$ cat config.mk
export PLATFORM = sky130hd
export DESIGN_NAME = param_updown_counter
export DESIGN_NICKNAME = d
export VERILOG_FILES = /design/src/rtl/updn_counter_pkg.sv /design/src/rtl/param_updown_counter_next_calc.sv /design/src/rtl/param_updown_counter.sv
export SDC_FILE = /design/constraint.sdc
export NUM_CORES = 1
export LEC_CHECK = 0
export ABC_AREA = 1
export CAP_MARGIN = 10
export CORE_ASPECT_RATIO = 0.9
export CORE_MARGIN = 5
export CORE_UTILIZATION = 45
export CTS_BUF_LIST = sky130_fd_sc_hd__clkbuf_8
export CTS_CLUSTER_SIZE = 25
export DETAILED_ROUTE_END_ITERATION = 8
export PLACE_DENSITY = 0.74
export SETUP_SLACK_MARGIN = 0.1
export SLEW_MARGIN = 20
export SYNTH_ARGS = -nofsm -noshare
export SYNTH_HDL_FRONTEND = slang
export SYNTH_HIERARCHICAL = 1
export SYNTH_SLANG_ARGS = --single-unit
$ cat constraint.sdc
create_clock -name clk -period 1.3 [get_ports clk]
set_input_delay 0.26 -clock clk [delete_from_list [all_inputs] [get_ports clk]]
set_output_delay 0.26 -clock clk [all_outputs]
set_load 0.05 [all_outputs]
$ cat src/rtl/updn_counter_pkg.sv
// Shared constants, op codes and the default-bound helper for the up/down counter.
package updn_counter_pkg;

  localparam int unsigned DEFAULT_WIDTH = 8;

  typedef enum logic [1:0] {
    OP_HOLD = 2'd0,
    OP_CLR  = 2'd1,
    OP_LOAD = 2'd2,
    OP_STEP = 2'd3
  } op_t;

  // Largest value representable in w bits, safe for w up to 32.
  function automatic int unsigned max_for_width(input int unsigned w);
    if (w >= 32) return 32'hFFFF_FFFF;
    return (32'd1 << w) - 32'd1;
  endfunction

endpackage

$ cat src/rtl/param_updown_counter_next_calc.sv
// Combinational next-count and bound-event logic; the macro UPDN_SAT_EN selects
// saturating bound handling, otherwise bound events wrap modulo MAX_VAL+1.
module updn_next_calc
  import updn_counter_pkg::*;
#(
  parameter int unsigned WIDTH   = DEFAULT_WIDTH,
  parameter int unsigned MAX_VAL = max_for_width(WIDTH)
) (
  input  logic [WIDTH-1:0] count,
  input  op_t              op,
  input  logic             up_down,
  input  logic [WIDTH-1:0] load_val,
  output logic [WIDTH-1:0] next_count,
  output logic             up_evt,
  output logic             dn_evt
);

  localparam logic [WIDTH:0] MAX_EXT = (WIDTH+1)'(MAX_VAL);

  logic [WIDTH:0] count_ext;
  logic [WIDTH:0] load_ext;
  logic [WIDTH:0] next_ext;

  assign count_ext = {1'b0, count};
  assign load_ext  = {1'b0, load_val};

  always_comb begin
    next_ext = count_ext;
    up_evt   = 1'b0;
    dn_evt   = 1'b0;
    unique case (op)
      OP_CLR:  next_ext = '0;
      OP_LOAD: next_ext = (load_ext <= MAX_EXT) ? load_ext : MAX_EXT;
      OP_STEP: begin
        if (up_down) begin
          if (count_ext >= MAX_EXT) begin
            up_evt = 1'b1;
`ifdef UPDN_SAT_EN
            next_ext = MAX_EXT;
`else
            next_ext = '0;
`endif
          end else begin
            next_ext = count_ext + 1'b1;
          end
        end else begin
          if (count_ext == '0) begin
            dn_evt = 1'b1;
`ifdef UPDN_SAT_EN
            next_ext = '0;
`else
            next_ext = MAX_EXT;
`endif
          end else begin
            next_ext = count_ext - 1'b1;
          end
        end
      end
      default: next_ext = count_ext;
    endcase
  end

  assign next_count = next_ext[WIDTH-1:0];

endmodule

$ cat src/rtl/param_updown_counter.sv
// Bounded up/down counter with load/clear, terminal-count pulse and sticky
// overflow/underflow flags. Bound behaviour selected by UPDN_SAT_EN (saturate) or wrap.
module param_updown_counter
  import updn_counter_pkg::*;
#(
  parameter int unsigned WIDTH   = DEFAULT_WIDTH,
  parameter int unsigned MAX_VAL = max_for_width(WIDTH)
) (
  input  logic             clk,
  input  logic             rst,
  input  logic             en,
  input  logic             up_down,
  input  logic             clr,
  input  logic             load,
  input  logic [WIDTH-1:0] load_val,
  output logic [WIDTH-1:0] count,
  output logic             tc,
  output logic             ovf,
  output logic             udf
);

  op_t              op;
  logic [WIDTH-1:0] next_count;
  logic             up_evt;
  logic             dn_evt;

  assign op = clr  ? OP_CLR  :
              load ? OP_LOAD :
              en   ? OP_STEP : OP_HOLD;

  updn_next_calc #(
    .WIDTH   (WIDTH),
    .MAX_VAL (MAX_VAL)
  ) u_next_calc (
    .count      (count),
    .op         (op),
    .up_down    (up_down),
    .load_val   (load_val),
    .next_count (next_count),
    .up_evt     (up_evt),
    .dn_evt     (dn_evt)
  );

  always_ff @(posedge clk or posedge rst) begin
    if (rst) begin
      count <= '0;
      tc    <= 1'b0;
      ovf   <= 1'b0;
      udf   <= 1'b0;
    end else begin
      count <= next_count;
      tc    <= up_evt | dn_evt;
      // Clear wins over any bound event; otherwise the flags are sticky.
      ovf   <= (op == OP_CLR) ? 1'b0 : (ovf | up_evt);
      udf   <= (op == OP_CLR) ? 1'b0 : (udf | dn_evt);
    end
  end

endmodule

==> key figures <==
Yosys
  – Synthesis warning total: 6
  – Synth top area cells: dfrtp_1 (28%), nand2_1 (20%), nand3_1 (12%)
  – Post-synthesis cell count: 160
  – Syn_nets: 177
  – Synth area leader: dfrtp_1
  – Synth top cells by count: nand2_1 (52), inv_1 (23), nand3_1 (23)
  – Mapped Area: 985 µm²
  – Syn_area_per_cell: 6.15 µm²
  – Post-synthesis register bit count: 11
  – Synth async-reset ratio: 100%
  – Most common flop cell mapped by yosys: dfrtp_1
  – Sequential fraction of the synthesis area: 28.0%
  – Top-area cell type share of the netlist area: 28.0%
  – Yosys cell types: 23
  – Post-synth EDFFs: 0
  – Count leader, synth: nand2_1

Clock network
  – H-tree lvl count: 1
  – Root Driver: clkbuf_8
  – # hold bufs at CTS: 0
  – CTS tree: built
  – Clock latency at the later pin of the worst-skew pair: 0.25 ns
  – CTS buffer count: 3
  – CTS Sinks: 11
  – Worst-path clk slew: 0.06 ns
  – Max Root-Sink Buffers: 2

Route
  – DR pass1 iterations: 6
  – Routed Antenna Nets: 0
  – Final wirelength: 5070 µm
  – Post-DR wirelength/cell: 20.8 µm
  – DRC Markers: 0
  – Total number of vias: 1,495
  – Via count normalized by instance count: 6.13
  – Initial drt markers: 165

Floorplanning
  – Die area: 3220 µm²
  – Core Rows: 16
  – Starting density of the core: 46.0%
  – Total core area: 2140 µm²
  – Ports: 25
  – Die height: 54.4 µm
  – Die width: 59.3 µm

Setup path
  – Max FO, Critical Path: 4
  – Crit path DAT: 1.69 ns
  – Critical Path RT: 1.44 ns
  – Cell at the slowest stage of the critical path: dfrtp_4
  – Crit path cell chain: nor2_2 -> nand2_1 -> inv_1 -> nand2_1 -> nand2_1 -> nand3_1 -> nand3_1 -> nand2_1
  – R2R depth: 8
  – Critical path class: reg -> reg
  – Max incr delay on CP: 0.52 ns
  – CP Launch Type: flip-flop
  – Crit. End Element: flip-flop
  – CP most frequent cell: nand2_1

Power
  – PwrDens: 1090 nW/µm²
  – P_leak: 0.877 nW
  – Peak supply drop: 0.763 mV

Placed design
  – DP Area: 1560 µm²
  – Cells after DPL: 228
  – IO buf count: 24
  – Place WS: -0.376 ns
  – Post-DP HPWL: 2310 µm
  – Placer congestion estimate: 0.918

STA
  – Unrepaired setup endpoints after global routing: yes
  – Crit path time final: 1.55 ns
  – Fmax: 644 MHz
  – Final WS setup: -0.254 ns
  – Final worst path period share: 120%
  – Setup Skew: 0.00315 ns
  – Hold WS: 0.309 ns
  – Worst relative slew slack: 80.6%
  – Final hold vios: 0
  – Max Slew Vio Count: 0
  – # setup viols final: 12
  – Slew @ Worst Pin: 0.290 ns

Cells and area
  – Final #Nets: 235
  – Final non-filler cell total: 244
  – Share of layout cells above drive strength 1: 42.9%
  – # diodes: 0
  – Utilization after layout: 85.9%
  – Post-Layout Inst Area: 1840 µm²
  – P&R area growth vs syn: 86.8%

Global route
  – GRT Resource Usage Total: 29.7%
  – First-pass GRT wire length: 6890 µm
  – Initial antenna violation count: 0
  – Vias in the first global route: 1,422
  – Overflow after GRT: 0
  – Largest net degree at the start of global routing: 12

Outcome
  – Status: finished with violations
  – Failing checks: setup timing

Flow run
  – Maxcap violations: 0

Min path
  – Hold crit path type: in -> async
[layout by cell type (no fill, tap or decap), drive strengths merged]
master	netlist	routed
xor2	1	1
nand2	53	53
inv	25	26
nor2	26	26
ha	3	3
nor3	1	1
xnor2	1	1
dlygate4sd2	0	3
clkbuf	0	3
clkdlybuf4s50	0	10
o21ai	10	10
nand3	24	24
or2	1	1
nor4	1	1
dfrtp	11	11
buf	2	42
nand4	1	1
[worst paths after layout]
| path | slack (ns) | startpoint | to |
|---|---|---|---|
| max reg2reg | -0.25 | count[0] | count[7] |
| max | -0.25 | count[0] | count[7] |
| min in group clk | 0.52 | clr | udf |
| max in group asynchronous | 0.81 | rst | count[0] |
| min reg2reg | 0.57 | ovf | ovf |
| min | 0.31 | rst | count[4] |
[kinds of logic (layout without fill, tap and decap cells)]
group                      Yosys count  count (layout)  share of synthesized area [%]
DFF                                 11              11                           28.0
xor gates and xnor gates             2               2                           1.78
adders and majority gates            3               3                           3.81
AOI/OAI and AO/OA                   10              10                           5.85
and+or+nand+nor                    107             107                           49.4
buffers and inverters               27              84                           11.2
[flip-flops by register name, summed over array words and instances (netlist names)]
signal,cells
count,8
ovf,1
tc,1
udf,1
[worst max-delay path: cells and delay by family (launching register included)]
kind / cells / cell delay (ns)
DFF: 1 / 0.52
and+or+nand+nor: 7 / 0.77
buffers and inverters: 1 / 0.16
[metrics by stage]
step                      setup TNS, ns  total power, mW
after floorplan                  -0.557            0.957
after global placement            -2.49             1.30
after detailed placement          -3.20             1.32
after CTS                        -0.489             1.78
after global routing              -1.76             2.07
final                             -1.40             2.00
[routing by layer]
metal  global-route usage, %  vias up  routed length (µm)
met2                    49.5      175                2170
met3                    7.78       63                 609
li1                        -      611                   -
met1                    33.8      646                1740
met5                       0        -                   0
met4                    19.2        0                 549
[power breakdown]
group	internal [mW]	leakage, nW	switching (mW)
logic	0.506	0.716	0.658
clock network	0.209	0.0269	0.156
registers	0.386	0.135	0.0901
total	1.10	0.877	0.904
[what timing repair did]
| action | CTS | global route |
|---|---|---|
| cloned | 0 | 0 |
| setup buffers | 7 | 8 |
| hold endpoints to repair | 0 | 0 |
| gates resized for setup | 23 | 20 |
| setup endpoints to repair | 18 | 18 |
| pin swaps | 12 | 18 |
[final cells by class]
cell class / count / area, µm²
sequential: 11 / 288
clock buffer: 3 / 41.3
multi-input combinational: 122 / 757
tap: 27 / 33.8
timing repair buffer: 55 / 614
inverter: 25 / 101
fill: 102 / 303
clock inverter: 1 / 3.75
No activity file was read; power rests on OpenSTA's default activity.
